`config.mk`:
```
export PLATFORM = sky130hd
export DESIGN_NAME = bp_resolve_queue_flat
export DESIGN_NICKNAME = d
export VERILOG_FILES = /design/src/rtl/bp_resolve_queue_pkg.sv /design/src/rtl/bp_resolve_queue_if.sv /design/src/rtl/bp_sync_fifo.sv /design/src/rtl/bp_resolve_queue.sv /design/src/flat_wrapper.sv
export SDC_FILE = /design/constraint.sdc
export NUM_CORES = 1
export LEC_CHECK = 0
export ABC_AREA = 1
export CAP_MARGIN = 20
export CORE_UTILIZATION = 56
export DETAILED_ROUTE_END_ITERATION = 7
export DONT_BUFFER_PORTS = 1
export PLACE_DENSITY = 0.78
export SETUP_SLACK_MARGIN = 0.3
export SLEW_MARGIN = 10
export SYNTH_ARGS = -nofsm -noshare
export SYNTH_HDL_FRONTEND = slang
export SYNTH_HIERARCHICAL = 1
export SYNTH_SLANG_ARGS = --single-unit
```
`constraint.sdc`:
```
create_clock -name clk -period 4.1 [get_ports clk]
set_input_delay 0.205 -clock clk [delete_from_list [all_inputs] [get_ports clk]]
set_output_delay 0.205 -clock clk [all_outputs]
set_load 0.03 [all_outputs]
```
`src/rtl/bp_resolve_queue_pkg.sv`:
```
// Shared types and constants for the branch-resolution queue in front of the
// gshare update port.
package bp_resolve_queue_pkg;

    typedef struct packed {
        logic [31:0] pc;
        logic        taken;
    } bp_entry_t;

    localparam logic [31:0] PC_STEP          = 32'd4;
    localparam int unsigned CNT_BITS_DEFAULT = 16;
    localparam int unsigned ENTRY_BITS       = $bits(bp_entry_t);

endpackage

```
`src/rtl/bp_resolve_queue_if.sv`:
```
// Execute-side and predictor-side signals of the resolve queue.
// The master drives the execute stage and pipeline hold; the slave is the queue.
interface bp_resolve_queue_if
    import bp_resolve_queue_pkg::*;
#(
    parameter int unsigned CNT_BITS = CNT_BITS_DEFAULT
) ();

    logic                ex_valid_i;
    logic                ex_is_branch_i;
    logic [31:0]         ex_pc_i;
    logic [31:0]         ex_target_i;
    logic                ex_taken_i;
    logic                ex_pred_taken_i;
    logic                update_hold_i;
    logic                stall_o;
    logic                flush_o;
    logic [31:0]         redirect_pc_o;
    logic                update_en_o;
    logic [31:0]         update_pc_o;
    logic                update_taken_o;
    logic [CNT_BITS-1:0] mispred_cnt_o;

    modport master (
        output ex_valid_i, ex_is_branch_i, ex_pc_i, ex_target_i, ex_taken_i,
               ex_pred_taken_i, update_hold_i,
        input  stall_o, flush_o, redirect_pc_o, update_en_o, update_pc_o,
               update_taken_o, mispred_cnt_o
    );

    modport slave (
        input  ex_valid_i, ex_is_branch_i, ex_pc_i, ex_target_i, ex_taken_i,
               ex_pred_taken_i, update_hold_i,
        output stall_o, flush_o, redirect_pc_o, update_en_o, update_pc_o,
               update_taken_o, mispred_cnt_o
    );

endinterface

```
`src/rtl/bp_sync_fifo.sv`:
```
// Synchronous FIFO with an occupancy count; reads zero when empty.
// Payload storage is not reset.
module bp_sync_fifo #(
    parameter int unsigned DEPTH    = 4,
    parameter int unsigned PTR_BITS = 2,
    parameter int unsigned WIDTH    = 33
) (
    input  logic                clk,
    input  logic                rst_n,
    input  logic                push,
    input  logic                pop,
    input  logic [WIDTH-1:0]    wdata,
    output logic [WIDTH-1:0]    rdata,
    output logic [PTR_BITS:0]   count,
    output logic                full
);

    logic [WIDTH-1:0]    mem [DEPTH];
    logic [PTR_BITS-1:0] wr_ptr_q, rd_ptr_q;
    logic [PTR_BITS:0]   count_q, count_d;

    always_ff @(posedge clk) begin
        if (push) begin
            mem[wr_ptr_q] <= wdata;
        end
    end

    always_comb begin
        count_d = count_q;
        unique case ({push, pop})
            2'b10:   count_d = count_q + (PTR_BITS+1)'(1);
            2'b01:   count_d = count_q - (PTR_BITS+1)'(1);
            default: count_d = count_q;
        endcase
    end

    // Pointers wrap naturally because DEPTH is a power of two.
    always_ff @(posedge clk or negedge rst_n) begin
        if (!rst_n) begin
            wr_ptr_q <= '0;
            rd_ptr_q <= '0;
            count_q  <= '0;
        end else begin
            if (push) wr_ptr_q <= wr_ptr_q + PTR_BITS'(1);
            if (pop)  rd_ptr_q <= rd_ptr_q + PTR_BITS'(1);
            count_q <= count_d;
        end
    end

    assign count = count_q;
    assign full  = (count_q == (PTR_BITS+1)'(DEPTH));
    assign rdata = (count_q == '0) ? '0 : mem[rd_ptr_q];

endmodule

```
`src/rtl/bp_resolve_queue.sv`:
```
// Captures resolved branches, flags mispredicts with a registered flush and
// redirect, and drains outcomes one per cycle into the predictor update port.
module bp_resolve_queue
    import bp_resolve_queue_pkg::*;
#(
    parameter int unsigned DEPTH    = 4,
    parameter int unsigned PTR_BITS = 2,
    parameter int unsigned CNT_BITS = CNT_BITS_DEFAULT
) (
    input logic                 clk,
    input logic                 rst_n,
    bp_resolve_queue_if.slave   bus
);

    logic              push, pop, mispred, update_en, fifo_full;
    logic [PTR_BITS:0] fifo_count;
    bp_entry_t         wentry, head;

    logic                flush_q, flush_d;
    logic [31:0]         redirect_q, redirect_d;
    logic [CNT_BITS-1:0] cnt_q, cnt_d;

    assign update_en = (fifo_count != '0);
    assign pop       = update_en & ~bus.update_hold_i;
    // A full queue still accepts a branch when the head leaves the same cycle.
    assign bus.stall_o = fifo_full & ~pop;
    assign push      = bus.ex_valid_i & bus.ex_is_branch_i & ~bus.stall_o;
    assign mispred   = push & (bus.ex_taken_i != bus.ex_pred_taken_i);
    assign wentry    = '{pc: bus.ex_pc_i, taken: bus.ex_taken_i};

    bp_sync_fifo #(
        .DEPTH    (DEPTH),
        .PTR_BITS (PTR_BITS),
        .WIDTH    (ENTRY_BITS)
    ) u_fifo (
        .clk   (clk),
        .rst_n (rst_n),
        .push  (push),
        .pop   (pop),
        .wdata (wentry),
        .rdata (head),
        .count (fifo_count),
        .full  (fifo_full)
    );

    always_comb begin
        flush_d    = mispred;
        redirect_d = redirect_q;
        cnt_d      = cnt_q;
        if (mispred) begin
            redirect_d = bus.ex_taken_i ? bus.ex_target_i : bus.ex_pc_i + PC_STEP;
            if (cnt_q != '1) cnt_d = cnt_q + CNT_BITS'(1);
        end
    end

    always_ff @(posedge clk or negedge rst_n) begin
        if (!rst_n) begin
            flush_q    <= 1'b0;
            redirect_q <= '0;
            cnt_q      <= '0;
        end else begin
            flush_q    <= flush_d;
            redirect_q <= redirect_d;
            cnt_q      <= cnt_d;
        end
    end

    assign bus.flush_o        = flush_q;
    assign bus.redirect_pc_o  = redirect_q;
    assign bus.mispred_cnt_o  = cnt_q;
    assign bus.update_en_o    = update_en;
    assign bus.update_pc_o    = head.pc;
    assign bus.update_taken_o = head.taken;

endmodule

```
`src/flat_wrapper.sv`:
```
// flat-port wrapper written by rule: the top's interface ports become plain ports
module bp_resolve_queue_flat import bp_resolve_queue_pkg::*;
#(
    parameter int unsigned DEPTH    = 4,
    parameter int unsigned PTR_BITS = 2,
    parameter int unsigned CNT_BITS = CNT_BITS_DEFAULT
)
  (clk, rst_n, bus_ex_valid_i, bus_ex_is_branch_i, bus_ex_pc_i, bus_ex_target_i, bus_ex_taken_i, bus_ex_pred_taken_i, bus_update_hold_i, bus_stall_o, bus_flush_o, bus_redirect_pc_o, bus_update_en_o, bus_update_pc_o, bus_update_taken_o, bus_mispred_cnt_o);
  bp_resolve_queue_if #(.CNT_BITS(CNT_BITS)) bus_i ();
  input logic clk;
  input logic rst_n;
  input wire logic [$bits(bus_i.ex_valid_i)-1:0] bus_ex_valid_i;
  input wire logic [$bits(bus_i.ex_is_branch_i)-1:0] bus_ex_is_branch_i;
  input wire logic [$bits(bus_i.ex_pc_i)-1:0] bus_ex_pc_i;
  input wire logic [$bits(bus_i.ex_target_i)-1:0] bus_ex_target_i;
  input wire logic [$bits(bus_i.ex_taken_i)-1:0] bus_ex_taken_i;
  input wire logic [$bits(bus_i.ex_pred_taken_i)-1:0] bus_ex_pred_taken_i;
  input wire logic [$bits(bus_i.update_hold_i)-1:0] bus_update_hold_i;
  output wire logic [$bits(bus_i.stall_o)-1:0] bus_stall_o;
  output wire logic [$bits(bus_i.flush_o)-1:0] bus_flush_o;
  output wire logic [$bits(bus_i.redirect_pc_o)-1:0] bus_redirect_pc_o;
  output wire logic [$bits(bus_i.update_en_o)-1:0] bus_update_en_o;
  output wire logic [$bits(bus_i.update_pc_o)-1:0] bus_update_pc_o;
  output wire logic [$bits(bus_i.update_taken_o)-1:0] bus_update_taken_o;
  output wire logic [$bits(bus_i.mispred_cnt_o)-1:0] bus_mispred_cnt_o;
  assign bus_i.ex_valid_i = bus_ex_valid_i;
  assign bus_i.ex_is_branch_i = bus_ex_is_branch_i;
  assign bus_i.ex_pc_i = bus_ex_pc_i;
  assign bus_i.ex_target_i = bus_ex_target_i;
  assign bus_i.ex_taken_i = bus_ex_taken_i;
  assign bus_i.ex_pred_taken_i = bus_ex_pred_taken_i;
  assign bus_i.update_hold_i = bus_update_hold_i;
  assign bus_stall_o = bus_i.stall_o;
  assign bus_flush_o = bus_i.flush_o;
  assign bus_redirect_pc_o = bus_i.redirect_pc_o;
  assign bus_update_en_o = bus_i.update_en_o;
  assign bus_update_pc_o = bus_i.update_pc_o;
  assign bus_update_taken_o = bus_i.update_taken_o;
  assign bus_mispred_cnt_o = bus_i.mispred_cnt_o;
  bp_resolve_queue #(.DEPTH(DEPTH), .PTR_BITS(PTR_BITS), .CNT_BITS(CNT_BITS)) u_core (.clk(clk), .rst_n(rst_n), .bus(bus_i));
endmodule
```
======== Yosys cells after proc, flatten, opt, wreduce, memory -nomap -nowiden ========
Memories as Yosys holds them, arrays and structs flattened.
Index checks and enable logic that the tools add are counted.
storage, ports and cells
  flip-flop bits (word level) ............. 56
  RAM bits ................................ 132
  bits of input ports ..................... 71
  word-level logic and storage cells ...... 35
  memories ................................ 1
cells by class
  add/sub/neg operators ................... 6
  equality and inequality tests ........... 5
  muxes and demuxes ....................... 5
  bitwise operators ....................... 8
  reduce and logical (&&, ||, !) cells .... 4
memories
  name               depth  width  rd ports  clocked after memory_dff  write ports  line                source
  u_core.u_fifo.mem  4      33     1         0                         1            bp_sync_fifo.sv:18  logic [WIDTH-1:0] mem [DEPTH];
operators by type and width
  operator                                                            number
  33-bit 2-to-1 mux                                                   1
  32-bit by 3-bit adder with 32-bit output, second input constant     1
  32-bit 2-to-1 mux                                                   1
  16-bit by 1-bit adder with 16-bit output, second input constant     1
  16-bit != test, second input constant                               1
  3-bit case mux with 2 select lines                                  1
  1-bit AND                                                           5
  2-bit by 1-bit adder with 2-bit output, second input constant       2
  3-bit by 1-bit adder with 3-bit output, second input constant       1
  3-bit == test, second input constant                                1
  3-bit logical NOT                                                   1
  1-bit inverter                                                      3
  3-bit nonzero test                                                  1
  3-bit by 1-bit subtractor with 3-bit output, second input constant  1
  2-bit by 1-bit == test with 1-bit output, second input constant     1
  2-bit == test, second input constant                                1
  1-bit 2-to-1 mux                                                    2
  2-bit AND reduction                                                 1
  2-bit nonzero test                                                  1
  1-bit != test                                                       1

======== Depth between registers and ports, before layout ========
  depth after elaboration ................. 8
  gate-level depth with buffers ........... 16

======== Hierarchy ========
The synthesis kept the hierarchy.
by module, submodules not included
  module            times used  cells each  area each (um^2)
  bp_sync_fifo      1           570         6045.8
  bp_resolve_queue  1           543         3433.3

======== Worst setup path before layout ========
OpenSTA, ideal clock, no wires.
  path type ............................... flip-flop to flip-flop
  start point ............................. reg u_core.u_fifo.count_q[0] (netlist: u_core/u_fifo/count[0])
  end point ............................... mem u_core.u_fifo.mem[0][0], enable pin
  library setup time ...................... 388 ps
  data arrival time ....................... 2123 ps
  required time ........................... 3712 ps
  slack ................................... 1590 ps
  cell stages (with the launch flop) ...... 10
  buffers on the path ..................... 1
  clock period less this slack ............ 2510 ps
  cells stage by stage .................... dfrtp_1 > nor2_1 > nand2_1 > nand2_1 > nand2_1 > inv_1 > nor2_1 > clkbuf_1 > nand2_1 > inv_1
on the way
  longest elaborated chain between the ends .. 8
  elaborated cells on any way between the ends .. 9
ends and longest elaborated chain
  item                                    line                    source
  from (decl)                             bp_sync_fifo.sv:20      logic [PTR_BITS:0] count_q, count_d;
  from (signal assigned)                  bp_sync_fifo.sv:46      count_q <= count_d;
  3-bit nonzero test                      bp_resolve_queue.sv:23  assign update_en = (fifo_count != '0);
  named net bus_update_en_o               flat_wrapper.sv:22      output wire logic [$bits(bus_i.update_en_o)-1:0] bus_update_en_o;
  1-bit AND                               bp_resolve_queue.sv:24  assign pop = update_en & ~bus.update_hold_i;
  1-bit inverter                          bp_resolve_queue.sv:26  assign bus.stall_o = fifo_full & ~pop;
  1-bit AND                               bp_resolve_queue.sv:26
  named net bus_stall_o                   flat_wrapper.sv:19      output wire logic [$bits(bus_i.stall_o)-1:0] bus_stall_o;
  1-bit inverter                          bp_resolve_queue.sv:27  assign push = bus.ex_valid_i & bus.ex_is_branch_i & ~bus.stall_o;
  1-bit AND                               bp_resolve_queue.sv:27
  named net u_core.push                   bp_resolve_queue.sv:15  logic push, pop, mispred, update_en, fifo_full;
  1-bit 2-to-1 mux                        bp_sync_fifo.sv:23      if (push) begin
  1-bit 2-to-1 mux (not written as such)  bp_sync_fifo.sv:24      mem[wr_ptr_q] <= wdata;
  to (decl)                               bp_sync_fifo.sv:18
The timed path passes the listed nets, and every way through them passes these cells.

======== Final worst setup path ========
  start point ............................. reg u_core.u_fifo.rd_ptr_q[1]
  end point ............................... out bus_update_pc_o[25]
on the way
  longest elaborated chain between the ends .. 2
ends and longest elaborated chain
  item                    line                source
  from (decl)             bp_sync_fifo.sv:19  logic [PTR_BITS-1:0] wr_ptr_q, rd_ptr_q;
  from (signal assigned)  bp_sync_fifo.sv:45  if (pop) rd_ptr_q <= rd_ptr_q + PTR_BITS'(1);
  memory read 4 x 33 bit  -
  33-bit 2-to-1 mux       bp_sync_fifo.sv:52  assign rdata = (count_q == '0) ? '0 : mem[rd_ptr_q];
  to (decl)               flat_wrapper.sv:23  output wire logic [$bits(bus_i.update_pc_o)-1:0] bus_update_pc_o;
No other way between the ends.

==> metrics.md <==
| Metric | Value |
|---|---|
| Status | completed |
| DRC | 0 |
| Initial antenna violation count | 3 |
| CP Capture Type | output pin |
| Slowest stage delay, CP | 0.69 ns |
| Minimum clock period after layout | 2.83 ns |
| Relative slew slack | 44.9% |
| Max Slew Vio Count | 0 |
| DR pass1 iterations | 5 |
| Post-CTS Resized | 0 |
| Gr ovfl total | 0 |
| Max FO, Critical Path | 34 |
| Worst slew pin tran | 0.829 ns |
| CTS max path bufs | 2 |
| Worst skew pair latency | 0.43 ns |
| Core box area | 16600 µm² |
| FF+latch count, synth | 188 |
| CP Data Arrival Time | 2.63 ns |
| VDD IR max | 0.456 mV |
| Largest family of logic cells by synthesized area | simple AND/OR/NAND/NOR gates |
| Post-synth top area cell | edfxtp_1 |
| Largest net degree at the start of global routing | 69 |
| Root Driver | clkbuf_16 |
| Final nets | 1232 |
| Most frequent cells in the layout | 355 x nand2_1, 200 x inv_1, 132 x edfxtp_1 |
| CTS tree | built |
| Crit path kind | flip-flop to output pin |
| Setup tns final | 0 ns |
| Post-DP HPWL | 13.8 mm |
| RSZ-0062 raised after global routing | no |
| Global placement routability congestion | 0.923 |
| First-pass GRT wire length | 36.6 mm |
| Synth Area in Compound Gates | 4.21% |
| CP max stage cell | inv_2 |
| Seq/Total Area, Yosys | 56.6% |
| Met2 wire length | 10.7 mm |
| Vias per cell | 5.23 |
| Synth-to-layout area growth | 13.0% |
| Antenna-violating nets left | 0 |
| Gr usage total | 27.5% |
| Die H | 132 µm |
| Util after Layout | 64.6% |
| Top cells by area, synth | edfxtp_1 42%, dfrtp_1 15%, nand2_1 14% |
| Worst path bufs/invs | 1 |
| Die X | 132 µm |
| Area share of the leading cell type in the synthesized netlist | 41.8% |
| Number of CTS-inserted buffers | 17 |
| Max-cap violation count | 0 |
| Met3 wire len | 2.08 mm |
| Initial Utilization | 57.2% |
| Crit path cell chain | inv_2 -> nand3_1 -> a21oi_1 |
| Wire per inst | 16.7 µm |
| Mapped Cells | 1113 |
| Vias in the first global route | 6900 |
| Final hold violations | 0 |
| Highest Signal Layer | met5 |
| Xor/xnor share of the synthesized area | 1.76% |
| Post-Synthesis Cell Area | 9480 µm² |
| Post-Synth Simple-Gate Area | 25.5% |
| H-tree Lvls | 4 |
| Largest delay share family, worst path | buffers and inverters |
| I/O pins | 155 |
| Fmax achieved | 0.353 GHz |
| Layout cells sized above 1 | 5.49% |
| Final Cycle Share | 69.1% |
| Iteration-0 DRC Markers | 778 |
| Adder-Cell Fraction of Synth Area | 1.14% |
| Fillers | 1337 |
| Worst Skew | 0.00706 ns |
| Net count after synthesis | 1192 |
| Worst Path Required | 3.89 ns |
| DRT Wirelength | 23.1 mm |
| IO buf count | 0 |
| Final setup violation count | 0 |
| Hold Path Class | input pin to flip-flop |
| Met1 wire length | 9.79 mm |
| PwrDens | 637 nW/µm² |
| Leak pwr | 0.00495 µW |
| Cell Rows | 47 |
| Synth unique cells | 35 |
| Die area | 17500 µm² |
| Clock Pin Slew Worst Setup and Hold Paths | 0.07 ns |
| Clock Sink Count | 188 |
| Mux share of post-synthesis cell area | 0.106% |
| Synth warnings | 6 |
| Syn avg cell area | 8.52 µm² |
| Commonest non-fill, non-tap cell in the layout | nand2_1 |
| Routed vias | 7253 |
| Startpoint types | flip-flop |
==> layer usage <==
| metal | vias up | track usage (%) |
|---|---|---|
| met3 | 40 | 6.69 |
| met1 | 3327 | 37.0 |
| met4 | 2 | 11.7 |
| met2 | 327 | 42.8 |
| met5 | - | 0 |
| li1 | 3557 | - |
==> cell usage after synthesis (all sizes together) <==
master / count
xor2: 14
nand4: 6
a21oi: 33
buf: 30
or2: 4
o21ai: 18
nand2: 355
mux2i: 1
o211ai: 3
inv: 203
edfxtp: 132
nor3: 6
nand3b: 1
nor2: 99
o31ai: 4
a21boi: 4
nand3: 116
o21bai: 4
clkbuf: 10
fa: 1
dfrtp: 56
xnor2: 5
and2: 1
ha: 7
==> registers in the layout, indices dropped and copies added (netlist names) <==
| signal | flops |
|---|---|
| u_core/bus.redirect_pc_o | 32 |
| u_core/bus.mispred_cnt_o | 16 |
| u_core/bus.flush_o | 1 |
| u_core/u_fifo/rd_ptr_q | 2 |
| u_core/u_fifo/count | 3 |
| u_core/u_fifo/wr_ptr_q | 2 |
| u_core/u_fifo/mem | 132 |
==> final cells by class <==
cell class | count | area, µm² | share of cell area, %
Antenna cell | 1 | 2.50 | 0.0234
Clock buffer | 18 | 429 | 4.01
Clock inverter | 14 | 163 | 1.52
Inverter | 203 | 762 | 7.12
Multi-Input combinational cell | 682 | 3110 | 29.0
Sequential cell | 188 | 5370 | 50.1
Tap cell | 220 | 275 | 2.57
Timing Repair Buffer | 61 | 601 | 5.61
==> cell families after synthesis <==
group	count (synthesis)
DFF	188
buffers and inverters	243
AOI/OAI and AO/OA	66
xor gates and xnor gates	19
adders and majority gates	8
muxes	1
and+or+nand+nor	588
==> final timing paths <==
| kind | startpoint | to | slack, ns | depth (start not counted) |
|---|---|---|---|---|
| setup / recovery | u_core/u_fifo/rd_ptr_q[1] | bus_update_pc_o[25] | 1.27 | 3 |
| hold / removal | bus_ex_target_i[3] | u_core/bus.redirect_pc_o[3] | 0.02 | 2 |
| setup reg to reg | u_core/u_fifo/count[0] | u_core/u_fifo/count[1] | 1.47 | 11 |
| hold reg to reg | u_core/u_fifo/wr_ptr_q[0] | u_core/u_fifo/wr_ptr_q[0] | 0.55 | 1 |
| max in group asynchronous | rst_n | u_core/u_fifo/rd_ptr_q[0] | 3.55 | 2 |
| min in group asynchronous | rst_n | u_core/bus.mispred_cnt_o[15] | 0.30 | 2 |
==> worst register-to-register path, delay by kind of cell, from the launching register on <==
kind,cells,cell delay (ns)
AOI/OAI and AO/OA,1,0.16
adders and majority gates,2,0.64
buffers and inverters,3,0.34
DFF,1,0.47
and+or+nand+nor,5,0.94
==> power breakdown <==
group	internal, µW	total (µW)	switching [µW]
sequential	2370	2940	572
clock	910	1630	721
combinational	550	2250	1700
==> through the flow <==
| step | total power (µW) | setup slack, ns | cell area [µm²] | hold WS, ns | instances |
|---|---|---|---|---|---|
| after global placement | 5090 | 1.57 | 9600 | -0.0895 | 1304 |
| after detailed placement | 5140 | 1.47 | 9600 | -0.0897 | 1304 |
| final | 6830 | 1.27 | 10700 | 0.0150 | 1387 |
| after CTS | 6850 | 1.26 | 10700 | 0.000687 | 1386 |
| after floorplan | 4790 | 1.59 | 9480 | -0.0906 | 1113 |
| after global routing | 7150 | 1.18 | 10700 | 0.0142 | 1386 |
==> what timing repair did <==
action | in CTS | in global routing
setup buffers | 0 | 0
endpoints found under the hold margin | 212 | 0
hold buffers | 50 | 0
No activity file was read; power rests on OpenSTA's default activity.
